$ cat src/rtl/ram_io_streamer_if.sv
// Pixel-in, result-out and RAM port bundle of the ram_io_streamer.
// master is the streamer side, slave the surrounding system.
interface ram_io_streamer_if #(
   parameter int ADDR_W = 10,
   parameter int DATA_W = 16
) ();
   logic              Load_Start;
   logic              Out_Req;
   logic              In_Valid;
   logic              In_Ready;
   logic [DATA_W-1:0] In_Data;
   logic              Out_Valid;
   logic              Out_Ready;
   logic [DATA_W-1:0] Out_Data;
   logic              Out_Last;
   logic              Load_Done;
   logic              Busy;
   logic              Ram_Wren;
   logic [ADDR_W-1:0] Ram_Address;
   logic [DATA_W-1:0] Ram_D;
   logic [DATA_W-1:0] Ram_Q;

   modport master (
      input  Load_Start, Out_Req, In_Valid, In_Data,
      input  Out_Ready, Ram_Q,
      output In_Ready, Out_Valid, Out_Data, Out_Last,
      output Load_Done, Busy, Ram_Wren, Ram_Address, Ram_D
   );

   modport slave (
      output Load_Start, Out_Req, In_Valid, In_Data,
      output Out_Ready, Ram_Q,
      input  In_Ready, Out_Valid, Out_Data, Out_Last,
      input  Load_Done, Busy, Ram_Wren, Ram_Address, Ram_D
   );
endinterface

$ cat src/rtl/ram_io_streamer.sv
// Owns the single-port I/O RAM: streams an image in at address 0 and
// streams the result region back out, absorbing read latency and backpressure.
module ram_io_streamer #(
   parameter int ADDR_W     = 10,
   parameter int DATA_W     = 16,
   parameter int LOAD_WORDS = 784,
   parameter int OUT_BASE   = 784,
   parameter int OUT_WORDS  = 10,
   parameter int RD_LAT     = 2
) (
   input logic             Clk,
   input logic             Reset,
   ram_io_streamer_if.master io
);

   typedef enum logic [2:0] {
      IDLE,
      LOAD,
      RD_ISSUE,
      RD_WAIT,
      RD_PRESENT
   } state_e;

   if (LOAD_WORDS > OUT_BASE ||
       OUT_BASE + OUT_WORDS > 2 ** ADDR_W ||
       RD_LAT < 1 || RD_LAT > 2) begin : g_param_chk
      $error("ram_io_streamer: illegal parameter set");
   end

   localparam logic [ADDR_W-1:0] LastLoad = ADDR_W'(LOAD_WORDS - 1);
   localparam logic [ADDR_W-1:0] LastOut  = ADDR_W'(OUT_WORDS - 1);
   localparam logic [ADDR_W-1:0] Base     = ADDR_W'(OUT_BASE);
   localparam logic [ADDR_W-1:0] One      = ADDR_W'(1);
   localparam logic [1:0]        LatEnd   = 2'(RD_LAT - 1);

   state_e            state_q, state_d;
   logic [ADDR_W-1:0] cnt_q, cnt_d;
   logic [ADDR_W-1:0] idx_q, idx_d;
   logic [1:0]        lat_q, lat_d;
   logic              wren_q, wren_d;
   logic [ADDR_W-1:0] addr_q, addr_d;
   logic [DATA_W-1:0] wdata_q, wdata_d;
   logic              ovalid_q, ovalid_d;
   logic [DATA_W-1:0] odata_q, odata_d;
   logic              olast_q, olast_d;
   logic              done_q, done_d;
   logic              in_ready;

   assign in_ready = (state_q == LOAD);

   always_comb begin
      state_d  = state_q;
      cnt_d    = cnt_q;
      idx_d    = idx_q;
      lat_d    = lat_q;
      wren_d   = 1'b0;
      addr_d   = addr_q;
      wdata_d  = wdata_q;
      ovalid_d = ovalid_q;
      odata_d  = odata_q;
      olast_d  = olast_q;
      done_d   = done_q;
      unique case (state_q)
         IDLE: begin
            if (io.Load_Start) begin
               state_d = LOAD;
               cnt_d   = '0;
               done_d  = 1'b0;
            end else if (io.Out_Req) begin
               state_d = RD_ISSUE;
               idx_d   = '0;
               addr_d  = Base;
            end
         end
         LOAD: begin
            if (io.In_Valid && in_ready) begin
               wren_d  = 1'b1;
               addr_d  = cnt_q;
               wdata_d = io.In_Data;
               cnt_d   = cnt_q + One;
               if (cnt_q == LastLoad) begin
                  state_d = IDLE;
                  done_d  = 1'b1;
               end
            end
         end
         RD_ISSUE: begin
            lat_d   = 2'd0;
            state_d = RD_WAIT;
         end
         RD_WAIT: begin
            // Ram_Q is usable in the last wait cycle only
            if (lat_q == LatEnd) begin
               odata_d  = io.Ram_Q;
               olast_d  = (idx_q == LastOut);
               ovalid_d = 1'b1;
               state_d  = RD_PRESENT;
            end else begin
               lat_d = lat_q + 2'd1;
            end
         end
         RD_PRESENT: begin
            if (io.Out_Ready) begin
               ovalid_d = 1'b0;
               if (idx_q == LastOut) begin
                  state_d = IDLE;
                  olast_d = 1'b0;
               end else begin
                  idx_d   = idx_q + One;
                  addr_d  = Base + idx_q + One;
                  state_d = RD_ISSUE;
               end
            end
         end
         default: state_d = IDLE;
      endcase
   end

   always_ff @(posedge Clk) begin
      if (Reset) begin
         state_q  <= IDLE;
         cnt_q    <= '0;
         idx_q    <= '0;
         lat_q    <= '0;
         wren_q   <= 1'b0;
         addr_q   <= '0;
         wdata_q  <= '0;
         ovalid_q <= 1'b0;
         odata_q  <= '0;
         olast_q  <= 1'b0;
         done_q   <= 1'b0;
      end else begin
         state_q  <= state_d;
         cnt_q    <= cnt_d;
         idx_q    <= idx_d;
         lat_q    <= lat_d;
         wren_q   <= wren_d;
         addr_q   <= addr_d;
         wdata_q  <= wdata_d;
         ovalid_q <= ovalid_d;
         odata_q  <= odata_d;
         olast_q  <= olast_d;
         done_q   <= done_d;
      end
   end

   assign io.In_Ready    = in_ready;
   assign io.Busy        = (state_q != IDLE);
   assign io.Ram_Wren    = wren_q;
   assign io.Ram_Address = addr_q;
   assign io.Ram_D       = wdata_q;
   assign io.Out_Valid   = ovalid_q;
   assign io.Out_Data    = odata_q;
   assign io.Out_Last    = olast_q;
   assign io.Load_Done   = done_q;

endmodule

$ cat src/flat_wrapper.sv
// flat-port wrapper written by rule: the top's interface ports become plain ports
module ram_io_streamer_flat 
#(
   parameter int ADDR_W     = 10,
   parameter int DATA_W     = 16,
   parameter int LOAD_WORDS = 784,
   parameter int OUT_BASE   = 784,
   parameter int OUT_WORDS  = 10,
   parameter int RD_LAT     = 2
)
  (Clk, Reset, io_Load_Start, io_Out_Req, io_In_Valid, io_In_Data, io_Out_Ready, io_Ram_Q, io_In_Ready, io_Out_Valid, io_Out_Data, io_Out_Last, io_Load_Done, io_Busy, io_Ram_Wren, io_Ram_Address, io_Ram_D);
  ram_io_streamer_if #(.ADDR_W(ADDR_W), .DATA_W(DATA_W)) io_i ();
  input logic Clk;
  input logic Reset;
  input wire logic [$bits(io_i.Load_Start)-1:0] io_Load_Start;
  input wire logic [$bits(io_i.Out_Req)-1:0] io_Out_Req;
  input wire logic [$bits(io_i.In_Valid)-1:0] io_In_Valid;
  input wire logic [$bits(io_i.In_Data)-1:0] io_In_Data;
  input wire logic [$bits(io_i.Out_Ready)-1:0] io_Out_Ready;
  input wire logic [$bits(io_i.Ram_Q)-1:0] io_Ram_Q;
  output wire logic [$bits(io_i.In_Ready)-1:0] io_In_Ready;
  output wire logic [$bits(io_i.Out_Valid)-1:0] io_Out_Valid;
  output wire logic [$bits(io_i.Out_Data)-1:0] io_Out_Data;
  output wire logic [$bits(io_i.Out_Last)-1:0] io_Out_Last;
  output wire logic [$bits(io_i.Load_Done)-1:0] io_Load_Done;
  output wire logic [$bits(io_i.Busy)-1:0] io_Busy;
  output wire logic [$bits(io_i.Ram_Wren)-1:0] io_Ram_Wren;
  output wire logic [$bits(io_i.Ram_Address)-1:0] io_Ram_Address;
  output wire logic [$bits(io_i.Ram_D)-1:0] io_Ram_D;
  assign io_i.Load_Start = io_Load_Start;
  assign io_i.Out_Req = io_Out_Req;
  assign io_i.In_Valid = io_In_Valid;
  assign io_i.In_Data = io_In_Data;
  assign io_i.Out_Ready = io_Out_Ready;
  assign io_i.Ram_Q = io_Ram_Q;
  assign io_In_Ready = io_i.In_Ready;
  assign io_Out_Valid = io_i.Out_Valid;
  assign io_Out_Data = io_i.Out_Data;
  assign io_Out_Last = io_i.Out_Last;
  assign io_Load_Done = io_i.Load_Done;
  assign io_Busy = io_i.Busy;
  assign io_Ram_Wren = io_i.Ram_Wren;
  assign io_Ram_Address = io_i.Ram_Address;
  assign io_Ram_D = io_i.Ram_D;
  ram_io_streamer #(.ADDR_W(ADDR_W), .DATA_W(DATA_W), .LOAD_WORDS(LOAD_WORDS), .OUT_BASE(OUT_BASE), .OUT_WORDS(OUT_WORDS), .RD_LAT(RD_LAT)) u_core (.Clk(Clk), .Reset(Reset), .io(io_i));
endmodule
$ cat config.mk
export PLATFORM = sky130hd
export DESIGN_NAME = ram_io_streamer_flat
export DESIGN_NICKNAME = d
export VERILOG_FILES = /design/src/rtl/ram_io_streamer_if.sv /design/src/rtl/ram_io_streamer.sv /design/src/flat_wrapper.sv
export SDC_FILE = /design/constraint.sdc
export NUM_CORES = 1
export LEC_CHECK = 0
export BUFFER_PORTS_ARGS = -buffer_cell sky130_fd_sc_hd__buf_4
export CORE_UTILIZATION = 45
export DETAILED_ROUTE_END_ITERATION = 10
export GPL_TIMING_DRIVEN = 1
export PLACE_DENSITY = 0.7
export SYNTH_ARGS = -nofsm -noshare
export SYNTH_HDL_FRONTEND = slang
export SYNTH_SLANG_ARGS = --single-unit
$ cat constraint.sdc
create_clock -name Clk -period 2.88 [get_ports Clk]
set_clock_uncertainty 0.15 [all_clocks]
set_input_delay 0.144 -clock Clk [delete_from_list [all_inputs] [get_ports Clk]]
set_output_delay 0.144 -clock Clk [all_outputs]
set_load 0.02 [all_outputs]
=== Word-level counts from Yosys, hierarchy flattened ===
Cells that the tools add are included.

* Register bits after elaboration: 71
* Input bits: 38
* Output and inout bits: 48
* Logic and storage cells: 90

* $add $sub $neg: 5
* Eq/ne operators: 18
* Mux-type cells: 36
* Bitwise logic cells: 1
* Reduce and logical (&&, ||, !) cells: 19

{| class="wikitable"
|+ Operator list
! kind !! count
|-
| 10-bit 2-to-1 mux || 11
|-
| 10-bit one-hot mux with 2 select lines || 2
|-
| 10-bit by 1-bit adder with 10-bit output (second input constant) || 3
|-
| 10-bit one-hot mux with 3 select lines || 1
|-
| 3-bit 2-to-1 mux || 6
|-
| 2-bit != test (second input constant) || 8
|-
| 3-bit one-hot mux with 5 select lines || 1
|-
| 10-bit adder (first input constant) || 1
|-
| 10-bit == test (second input constant) || 1
|-
| 10-bit by 4-bit == test with 1-bit output (second input constant) || 1
|-
| 5-bit AND reduction || 2
|-
| 1-bit 2-to-1 mux || 9
|-
| 4-bit AND reduction || 2
|-
| 2-bit nonzero test || 4
|-
| 3-bit by 2-bit == test with 1-bit output (second input constant) || 2
|-
| 1-bit one-hot mux with 2 select lines || 3
|-
| 2-bit AND reduction || 3
|-
| 3-bit AND reduction || 2
|-
| 6-bit AND reduction || 1
|-
| 3-bit nonzero test || 2
|-
| 2-bit 2-to-1 mux || 2
|-
| 2-bit by 1-bit != test with 1-bit output (second input constant) || 2
|-
| 2-bit one-hot mux with 2 select lines || 1
|-
| 3-bit by 1-bit == test with 1-bit output (second input constant) || 1
|-
| other kinds (8) || 8
|}

=== Longest topological paths before layout ===
Gate-level depths: netlist of run 1.

* Depth after elaboration: 5
* Gate-level depth with buffers: 9
* Gate-level depth less buffers: 6

=== Worst setup path before layout of run 1 ===
No wires, ideal clock.

* Path kind: reg2reg
* From: reg u_core.state_q[2]
* To: reg u_core.wdata_q[10] (netlist: u_core.io.Ram_D[10])
* Library setup time: 0.132 ns
* Arrival time: 1.890 ns
* Required time: 2.598 ns
* Slack: 0.708 ns
* Stages on the path, launching flop included: 10
* Path buffers: 3
* Period minus slack after synthesis: 2.172 ns
* Cell sequence: dfxtp_1 buf_6 nor2_1 nand2_1 inv_1 clkbuf_1 nand2_1 clkbuf_1 nand2_1 a21oi_1

* Cells in the longest elaborated chain, start to end: 3

{| class="wikitable"
|+ RTL lines
! item !! RTL line !! RTL
|-
| start: declaration || ram_io_streamer.sv:36 || <nowiki>state_e state_q, state_d;</nowiki>
|-
| start signal: assignment || ram_io_streamer.sv:133 || <nowiki>state_q <= state_d;</nowiki>
|-
| 3-bit by 1-bit == test with 1-bit output (*) || ram_io_streamer.sv:49 || <nowiki>assign in_ready = (state_q == LOAD);</nowiki>
|-
| via io_In_Ready || flat_wrapper.sv:21 || <nowiki>output wire logic [$bits(io_i.In_Ready)-1:0] io_In_Ready;</nowiki>
|-
| 1-bit logical AND || ram_io_streamer.sv:76 || <nowiki>if (io.In_Valid && in_ready) begin</nowiki>
|-
| 2-bit AND reduction (no line) (*) || n/a ||
|-
| end signal: assignment || ram_io_streamer.sv:139 || <nowiki>wdata_q <= wdata_d;</nowiki>
|-
| end: declaration || ram_io_streamer.sv:42 || <nowiki>logic [DATA_W-1:0] wdata_q, wdata_d;</nowiki>
|}

Mark *: on every way through the listed nets, which the timed path passes. The rest lies on a longest branch.
A chain may end at the register's enable or synchronous reset.

=== Worst setup path after layout of run 1 ===
* From: reg u_core.state_q[2]
* To: reg u_core.addr_q[3] (netlist: u_core.io.Ram_Address[3])

* Cells in the longest elaborated chain, start to end: 4
* Elaborated cells on any way between the ends: 12
* Those cells by class: 7 x eq/ne; 1 x mux; 4 x reduce/logical

{| class="wikitable"
|+ RTL lines
! item !! RTL line !! RTL
|-
| 3-bit by 1-bit == test with 1-bit output || ram_io_streamer.sv:49, ram_io_streamer.sv:63 ||
|-
| 1-bit logical AND || ram_io_streamer.sv:76 ||
|-
| 2-bit != test (no line) || n/a ||
|-
| 6-bit AND reduction (no line) || n/a ||
|-
| end signal: assignment || ram_io_streamer.sv:138 || <nowiki>addr_q <= addr_d;</nowiki>
|-
| end: declaration || ram_io_streamer.sv:41 || <nowiki>logic [ADDR_W-1:0] addr_q, addr_d;</nowiki>
|}

Parallel ways exist; a longest one is shown, timed or not.

==> results of run 1 <==
==> synth_stat cells (3+ instances only) <==
| cell | instances | area share (%) |
|---|---|---|
| a2111oi_0 | 5 | 1.3 |
| a211oi_1 | 10 | 2.3 |
| a21oi_1 | 59 | 8.9 |
| a22oi_1 | 4 | 0.91 |
| a31oi_1 | 3 | 0.57 |
| and2_1 | 3 | 0.57 |
| clkbuf_1 | 27 | 3.1 |
| dfxtp_1 | 71 | 43 |
| ha_1 | 4 | 1.5 |
| inv_1 | 12 | 1.4 |
| nand2_1 | 79 | 9.0 |
| nand2b_1 | 4 | 0.76 |
| nand3_1 | 7 | 1.1 |
| nand4_1 | 11 | 2.1 |
| nor2_1 | 26 | 3.0 |
| nor3_1 | 5 | 0.76 |
| nor4_1 | 4 | 0.76 |
| nor4b_1 | 3 | 0.80 |
| o211a_1 | 3 | 0.91 |
| o21ai_0 | 12 | 1.8 |
| o31ai_1 | 3 | 0.68 |
| or2_2 | 4 | 0.76 |
| or3_1 | 8 | 1.5 |
| or4_1 | 6 | 1.4 |
| xnor2_1 | 6 | 1.6 |
| xor2_1 | 3 | 0.80 |
==> state kept, by name, indices dropped and copies added (netlist names), 2 cells and up <==
| signal | count |
|---|---|
| u_core.cnt_q | 10 |
| u_core.io.Out_Data | 16 |
| u_core.idx_q | 10 |
| u_core.state_q | 3 |
| u_core.io.Ram_D | 16 |
| u_core.lat_q | 2 |
| u_core.io.Ram_Address | 10 |
==> layout by cell type (no fill, tap or decap), types with 7 or more instances in the layout <==
cell and instances:
buf_4 91, nand2_1 79, dfxtp_1 71, a21oi_1 59, dlygate4sd3_1 34, nor2_1 26, inv_1 12, o21ai_0 12
nand4_1 11, a211oi_1 10, clkbuf_8 10, or3_1 8, nand3_1 7
==> worst max-delay path, stage by stage, from the launching register on <==
cell and delay [ns]:
dfxtp_1 0.43, or3b_1 0.57, a221o_1 0.44, a2111oi_0 0.57, nor3_1 0.13
==> what timing repair did <==
item | CTS | global route
buffers inserted | 0 | 0
endpoints found under the hold margin | 34 | 0
hold buffers | 34 | 0
==> where the power goes <==
part | internal [uW] | total (uW) | leakage [uW] | switching (uW)
clock network | 508 | 887 | 0.000116 | 379
logic | 150 | 321 | 0.00105 | 171
registers | 1010 | 1040 | 0.000576 | 25.0
total | 1670 | 2250 | 0.00174 | 576
==> final cells by class <==
class	instances	area (um2)	area share [%]
Clock buffer	10	138	3.03
Clock inverter	6	83.8	1.84
Inverter	12	45.0	0.990
Multi-Input combinational cell	303	1720	37.7
Sequential cell	71	1420	31.3
Tap cell	96	120	2.64
Timing Repair Buffer	125	1020	22.5
==> cells by family (layout without fill, tap and decap cells) <==
family          Yosys count  count (layout)
xor+xnor                  9               9
mux                       4               4
compound gates          114             114
buf+inv                  42             153
simple gates            172             172
flops                    71              71
fa+ha+maj                 4               4
==> metrics by stage <==
stage	cell area, um2	utilization, %	setup WS (ns)
finish	4550	65.5	0.436
global route	4550	65.5	0.318
CTS	4550	65.5	0.474
detailed placement	3990	57.4	0.499
global placement	3990	57.4	0.531
floorplan	3300	-	0.708
==> worst paths after layout <==
| path | from | endpoint | slack (ns) | depth (start not counted) |
|---|---|---|---|---|
| worst max-delay path | u_core.state_q[2]$_SDFFE_PP0P_ | u_core.io.Ram_Address[3]$_SDFFE_PP0P_ | 0.44 | 4 |
| worst min-delay path | io_In_Valid | u_core.cnt_q[0]$_SDFFE_PP0P_ | 0.12 | 3 |
| worst max register to register | u_core.state_q[2]$_SDFFE_PP0P_ | u_core.io.Ram_Address[3]$_SDFFE_PP0P_ | 0.44 | 4 |
| worst min register to register | u_core.io.Out_Data[15]$_SDFFE_PP0P_ | u_core.io.Out_Data[15]$_SDFFE_PP0P_ | 0.30 | 2 |
==> routing by layer <==
metal | global-route usage [%] | vias to the layer above | routed length, um
li1 | - | 1691 | -
met5 | 0 | - | 0
met3 | 6.31 | 19 | 569
met1 | 31.9 | 1627 | 3950
met4 | 10.3 | 0 | 192
met2 | 40.6 | 133 | 4580
==> impl_metrics.py, run 1 <==
metrics = {
    "global_route": {
        "grt_pass1_wl_um": 14900,
        "globalRoute.totalOverflow": 0,
        "antenna_found_initial": 0,
        "grt_pass1_vias": 3150,
        "grt_max_degree": 62,
        "grt_usage_pct": 25.0,
    },
    "routing": {
        "first_pass_iters": 5,
        "viasPerCell": 5.57,
        "wl_um": 9290,
        "vias": 3470,
        "drt_iter0_markers": 281,
        "wire_per_inst_um": 14.9,
        "drc_errors": 0,
        "final_antenna_net_count": 0,
    },
    "sta": {
        "rsz0062_at_grt": "no",
        "relSlewSlack_pct": 51.4,
        "clock.fmax_mhz": 409,
        "setup_viol_count_final": 0,
        "maxSlewViolCount": 0,
        "finalHoldWorstSlack_ns": 0.121,
        "tightest_slew_ns": 0.721,
        "period_share_pct": 84.9,
        "final_hold_viol_count": 0,
        "setup_tns_ns": 0,
        "min_period_ns": 2.44,
    },
    "synth": {
        "muxShareOfSynthArea_pct": 1.29,
        "synth-edff-count": 0,
        "synth-compound-area-share_pct": 21.3,
        "synth_flop_cell": "dfxtp_1",
        "synth-simple-area-share_pct": 25.4,
        "synth_area_per_cell_um2": 7.94,
        "yosys_warnings": 0,
        "synth_cell_type_count": 54,
        "synth_xor_area_share_pct": 2.39,
        "synth_fa_ha_area_share_pct": 1.51,
        "ys_async_sr_fraction_pct": 0,
        "ys_ff_latch": 71,
        "ys_seq_area_share_pct": 43.0,
        "syn-instance-count": 416,
        "synth_top_family_by_area": "simple AND/OR/NAND/NOR gates",
        "synthesis.area_um2": 3300,
        "syn_nets": 458,
    },
    "worst_setup_path": {
        "cp.required_ns": 2.92,
        "cp-end-kind": "register",
        "arrival_ns": 2.49,
        "crit_type": "register to register",
        "path_max_fanout": 13,
        "start_kind": "register",
    },
    "pwr": {
        "ir_worst_vdd_mv": 0.284,
        "p_leak_uw": 0.00174,
        "p_total_uw": 2250,
        "p_per_area_nw_per_um2": 494,
    },
    "floorplan": {
        "dieArea_um2": 7690,
        "coreArea_um2": 6940,
        "initial_core_util_pct": 47.6,
        "rows": 30,
        "io_pins": 86,
        "die_h_um": 87.7,
        "die_w_um": 87.7,
    },
    "finish": {
        "final_cell_count_no_fill": 623,
        "antenna_cells_inserted": 0,
        "finalNetCount": 564,
        "drive_gt1_share_pct": 22.2,
        "area_growth_pct": 37.6,
        "nFillCells": 591,
    },
    "placement": {
        "place.gp.congestion": 0.861,
        "placed_cells": 573,
        "dp_hpwl_um": 6110,
        "io_buffers": 85,
    },
    "clocking": {
        "htreeDepth": 3,
        "clkLatencyLatePin_ns": 0.35,
        "cts.clk_slew.worst_paths_ns": 0.08,
        "cts_tree": "built",
        "numClockSinks": 71,
        "numCtsBuffers": 9,
        "cts-root-buf": "clkbuf_8",
        "clock_path_buffers": 2,
        "ctsResizeCount": 0,
    },
    "job": {
        "drv_cap": 0,
    },
    "run_status": {
        "status": "finished clean",
    },
    "worst_hold_path": {
        "hold_class": "input port to register",
    },
}
(Power assumes the default switching activity.)
==> inputs of run 2 (changes only) <==
Clock period 2.88 ns to 2.56 ns, I/O delays scaled along.
==> impl_metrics.py, run 2 (synthesis gave the netlist of run 1 again) <==
metrics = {
    "sta": {
        "rsz0062_at_grt": "no",
        "final_hold_viol_count": 0,
        "relSlewSlack_pct": 57.3,
        "clock.fmax_mhz": 424,
        "min_period_ns": 2.36,
        "setup_viol_count_final": 0,
        "period_share_pct": 92.2,
        "tightest_slew_ns": 0.631,
        "setup_tns_ns": 0,
        "maxSlewViolCount": 0,
    },
    "worst_setup_path": {
        "arrival_ns": 2.47,
        "cp.required_ns": 2.67,
        "r2r_setup_slack_ns": 0.20,
        "cp_cell_sequence": "inv_1 -> ha_1 -> or4b_1 -> nor4_2 -> nor2_1 -> a211oi_1",
        "critPathBufInv": 1,
        "path_delay_family": "simple AND/OR/NAND/NOR gates",
        "cpMaxStageDelayCell": "or4b_1",
        "r2r-end": "u_core.io.Ram_Address[4]$_SDFFE_PP0P_",
        "path_max_fanout": 7,
        "cp-end-kind": "register",
        "start_kind": "register",
        "max_stage_delay_ns": 0.53,
        "rr_startpoint": "u_core.idx_q[1]$_SDFFE_PP0P_",
        "crit_type": "register to register",
        "rr_worst_depth": 6,
    },
    "clocking": {
        "htreeDepth": 3,
        "clkLatencyLatePin_ns": 0.35,
        "post_cts_buffers": 0,
        "cts-root-buf": "clkbuf_8",
        "clock_path_buffers": 2,
        "numClockSinks": 71,
        "ctsResizeCount": 0,
        "cts.clk_slew.worst_paths_ns": 0.09,
        "cts_hold_buf": 34,
        "cts_tree": "built",
        "numCtsBuffers": 9,
    },
    "finish": {
        "final_common_cell": "buf_4",
        "nFillCells": 567,
        "drive_gt1_share_pct": 23.2,
        "antenna_cells_inserted": 0,
        "area_growth_pct": 40.1,
        "seq_area_um2": 1420,
        "post-route-util_pct": 66.7,
        "multi_input_area_um2": 1720,
        "final_cell_mix": "buf_4 (98), nand2_1 (79), dfxtp_1 (71)",
        "final_cell_count_no_fill": 630,
        "finalNetCount": 571,
        "design_area_um2": 4630,
    },
    "global_route": {
        "grt_usage_pct": 25.2,
        "grt_pass1_wl_um": 15100,
        "grt_pass1_vias": 3260,
        "globalRoute.totalOverflow": 0,
        "grt_max_degree": 62,
        "antenna_found_initial": 0,
    },
    "routing": {
        "drc_errors": 0,
        "first_pass_iters": 5,
        "wl_um": 9360,
        "wire_per_inst_um": 14.9,
        "viasPerCell": 5.43,
        "vias": 3422,
        "drt_iter0_markers": 311,
        "final_antenna_net_count": 0,
    },
    "worst_hold_path": {
        "hold_start": "io_In_Valid",
        "min_to": "u_core.cnt_q[1]$_SDFFE_PP0P_",
        "hold_class": "input port to register",
        "hold_depth": 4,
    },
    "floorplan": {
        "io_pins": 86,
        "initial_core_util_pct": 47.6,
        "coreArea_um2": 6940,
        "dieArea_um2": 7690,
        "die_w_um": 87.7,
        "die_h_um": 87.7,
        "rows": 30,
    },
    "placement": {
        "io_buffers": 85,
        "placed_cells": 580,
        "dpl_cell_area_um2": 4040,
        "place.gp.congestion": 0.908,
        "dp_hpwl_um": 6180,
    },
    "pwr": {
        "p_per_area_nw_per_um2": 577,
        "p_leak_uw": 0.00179,
        "ir_worst_vdd_mv": 0.368,
        "p_total_uw": 2670,
    },
    "run_status": {
        "status": "finished clean",
    },
    "job": {
        "drv_cap": 0,
    },
}
==> run 2: cell types whose count changed in the layout (fill, tap and decap cells not counted), sizes merged <==
cell    delta
buf        +7
clkinv     -2
inv        +2
bufinv     +1
clkbuf     -1
==> run 2: report_power, final <==
part           total (uW)  switching (uW)  internal, uW  leakage [uW]
Combinational         363             189           174       0.00109
Sequential           1170            30.3          1140      0.000576
Clock                1140             477           661      0.000126
==> run 2: layout make-up <==
type                            count  share of cell area (%)
Sequential cell                    71                    30.7
Clock inverter                      7                    2.76
Timing Repair Buffer              132                    23.2
Inverter                           12                   0.973
Multi-Input combinational cell    303                    37.1
Tap cell                           96                    2.59
Clock buffer                        9                    2.67
==> run 2: worst max path at each step <==
stage	slack [ns]	cells after the start	start	to
floorplan	0.39	9	u_core.state_q[2]$_SDFFE_PP0P_	u_core.io.Ram_D[10]$_SDFFE_PP0P_
global placement	0.30	6	u_core.idx_q[1]$_SDFFE_PP0P_	u_core.io.Ram_Address[9]$_SDFFE_PP0P_
detailed placement	0.24	6	u_core.idx_q[1]$_SDFFE_PP0P_	u_core.io.Ram_Address[4]$_SDFFE_PP0P_
CTS	0.21	6	u_core.idx_q[1]$_SDFFE_PP0P_	u_core.io.Ram_Address[4]$_SDFFE_PP0P_
global route	0.06	6	u_core.idx_q[1]$_SDFFE_PP0P_	u_core.io.Ram_Address[8]$_SDFFE_PP0P_
finish	0.20	6	u_core.idx_q[1]$_SDFFE_PP0P_	u_core.io.Ram_Address[4]$_SDFFE_PP0P_
==> run 2: stage by stage <==
step / hold WS [ns] / setup WS [ns]
final: 0.104 / 0.200
after global routing: 0.116 / 0.0625
after CTS: 0.0984 / 0.211
after detailed placement: 0.233 / 0.239
after global placement: 0.225 / 0.305
after floorplan: 0.114 / 0.388
==> run 2: worst min-delay path, delay by kind of cell <==
| family | cells | cell delay (ns) |
|---|---|---|
| and+or+nand+nor | 2 | 0.23 |
| buffers and inverters | 1 | 0.10 |
| AOI/OAI and AO/OA | 1 | 0.09 |
==> run 2: routing by layer <==
layer	part of all wire (%)	global-route usage (%)	vias up
li1	-	-	1701
met1	42	30.9	1564
met2	49	42.3	144
met3	7.2	7.26	13
met4	1.6	8.94	0
met5	0	0	-
==> inputs of run 3 (changes only) <==
Settings changed: CORE_UTILIZATION 45 to 40, PLACE_DENSITY 0.7 to unset.
==> impl_metrics.py, run 3 (synthesis gave the netlist of run 1 again) <==
metrics = {
    "routing": {
        "viasPerCell": 5.39,
        "final_antenna_net_count": 0,
        "wl_met1_um": 4200,
        "drt_iter0_markers": 157,
        "wire_per_inst_um": 14.5,
        "highest-signal-layer": "met4",
        "met2_length_um": 4360,
        "met3WireLength_um": 470,
        "wl_um": 9190,
        "vias": 3411,
        "drc_errors": 0,
        "first_pass_iters": 4,
    },
    "floorplan": {
        "die_h_um": 92.9,
        "initial_core_util_pct": 42.1,
        "io_pins": 86,
        "dieArea_um2": 8630,
        "rows": 32,
        "die_w_um": 92.9,
        "coreArea_um2": 7850,
    },
    "pwr": {
        "power_switching_uw": 649,
        "swShare_pct": 27.0,
        "seqPwrFrac_pct": 48.6,
        "p_leak_uw": 0.00174,
        "ir_worst_vdd_mv": 0.268,
        "p_int_uw": 1760,
        "p_per_area_nw_per_um2": 528,
        "clock_power_share_pct": 36.4,
        "combPwrFrac_pct": 14.9,
    },
    "clocking": {
        "clock_path_buffers": 2,
        "cts-root-buf": "clkbuf_8",
        "numCtsBuffers": 9,
        "post_cts_buffers": 0,
        "clkLatencyLatePin_ns": 0.35,
        "cts.clk_slew.worst_paths_ns": 0.07,
        "numClockSinks": 71,
        "ctsResizeCount": 0,
        "cts_tree": "built",
        "htreeDepth": 3,
    },
    "worst_setup_path": {
        "rr_startpoint": "u_core.idx_q[0]$_SDFFE_PP0P_",
        "worstSetupEndpoint": "u_core.io.Ram_Address[2]$_SDFFE_PP0P_",
        "r2r_setup_slack_ns": 0.35,
        "arrival_ns": 2.32,
        "r2r-end": "u_core.idx_q[0]$_SDFFE_PP0P_",
        "rr_worst_depth": 5,
        "cp.required_ns": 2.61,
        "cp-end-kind": "register",
        "path_max_fanout": 9,
        "start_kind": "input port",
        "crit_type": "input port to register",
        "startpoint": "io_Load_Start",
    },
    "global_route": {
        "globalRoute.totalOverflow": 0,
        "grt_pass1_vias": 3190,
        "antenna_found_initial": 0,
        "grt_max_degree": 62,
        "grt_pass1_wl_um": 15300,
        "grt_usage_pct": 22.4,
    },
    "sta": {
        "maxSlewViolCount": 0,
        "min_period_ns": 2.27,
        "final_hold_viol_count": 0,
        "tightest_slew_ns": 0.668,
        "period_share_pct": 88.7,
        "setup_tns_ns": 0,
        "fin_ws_ns": 0.288,
        "rsz0062_at_grt": "no",
        "setup_viol_count_final": 0,
        "clock.fmax_mhz": 440,
        "relSlewSlack_pct": 55.0,
    },
    "finish": {
        "seq_area_um2": 1420,
        "final_cell_mix": "buf_4 (96), nand2_1 (79), dfxtp_1 (71)",
        "finalNetCount": 569,
        "drive_gt1_share_pct": 22.6,
        "area_growth_pct": 38.0,
        "antenna_cells_inserted": 0,
        "nFillCells": 777,
        "multi_input_area_um2": 1720,
        "final_common_cell": "buf_4",
    },
    "run_status": {
        "status": "finished clean",
    },
    "worst_hold_path": {
        "hold_class": "input port to register",
        "hold_start": "io_In_Valid",
    },
    "placement": {
        "place.gp.congestion": 0.813,
        "io_buffers": 85,
        "preCtsSetupSlack_ns": 0.383,
        "dp_hpwl_um": 6250,
    },
    "job": {
        "drv_cap": 0,
    },
}
-- run 3: cell types whose count changed in the layout (fill, tap and decap cells not counted), sizes merged --
| cell | delta |
|---|---|
| buf | -2 |
| bufinv | -2 |
| clkbuf | +1 |
| clkinv | +1 |
| clkinvlp | +1 |
| inv | -2 |
-- run 3: worst min path at each step --
stage                                                     to  depth (start not counted)
after floorplan           u_core.io.Out_Data[0]$_SDFFE_PP0P_                          2
after global placement      u_core.io.Ram_D[10]$_SDFFE_PP0P_                          3
after detailed placement     u_core.io.Ram_D[5]$_SDFFE_PP0P_                          3
after CTS                       u_core.cnt_q[0]$_SDFFE_PP0P_                          3
after global routing            u_core.cnt_q[0]$_SDFFE_PP0P_                          3
final                           u_core.cnt_q[0]$_SDFFE_PP0P_                          3
-- run 3: area by class of cell --
class / count / area share (%)
Inverter: 12 / 0.988
Tap cell: 102 / 2.80
Clock inverter: 5 / 1.32
Sequential cell: 71 / 31.2
Multi-Input combinational cell: 303 / 37.7
Clock buffer: 10 / 2.80
Timing Repair Buffer: 130 / 23.3
-- run 3: worst max-delay path, stage by stage --
cell and delay [ns]:
dlygate4sd3_1 0.54, buf_4 0.15, or3b_1 0.49, a221o_1 0.43
nor2_1 0.43, a211oi_1 0.14
-- run 3: metrics by stage --
step,power (uW),hold slack [ns],cells,util [%],instance area [um2]
floorplan,1370,0.114,416,-,3300
global placement,1510,0.226,584,51.4,4030
detailed placement,1510,0.233,584,51.4,4030
global route,2520,0.125,633,58.1,4560
CTS,2430,0.0872,633,58.1,4560
finish,2410,0.102,633,58.1,4560
-- run 3: power groups by stage --
stage	Combinational (uW)	Clock (uW)	Sequential (uW)
final	359	877	1170
after detailed placement	317	0	1200
after global routing	389	952	1180
after floorplan	148	0	1220
after CTS	359	900	1170
after global placement	314	0	1200
-- run 3: repair_timing --
action / 4_1_cts / 5_1_grt
hold buffers: 34 / 0
endpoints found under the setup margin: 0 / 0
hold endpoints to repair: 34 / 0
-- run 3: routing by layer --
metal	global-route usage, %	up-vias
met5	0	-
met2	36.7	95
met1	29.1	1598
met4	8.72	0
met3	3.94	13
li1	-	1705
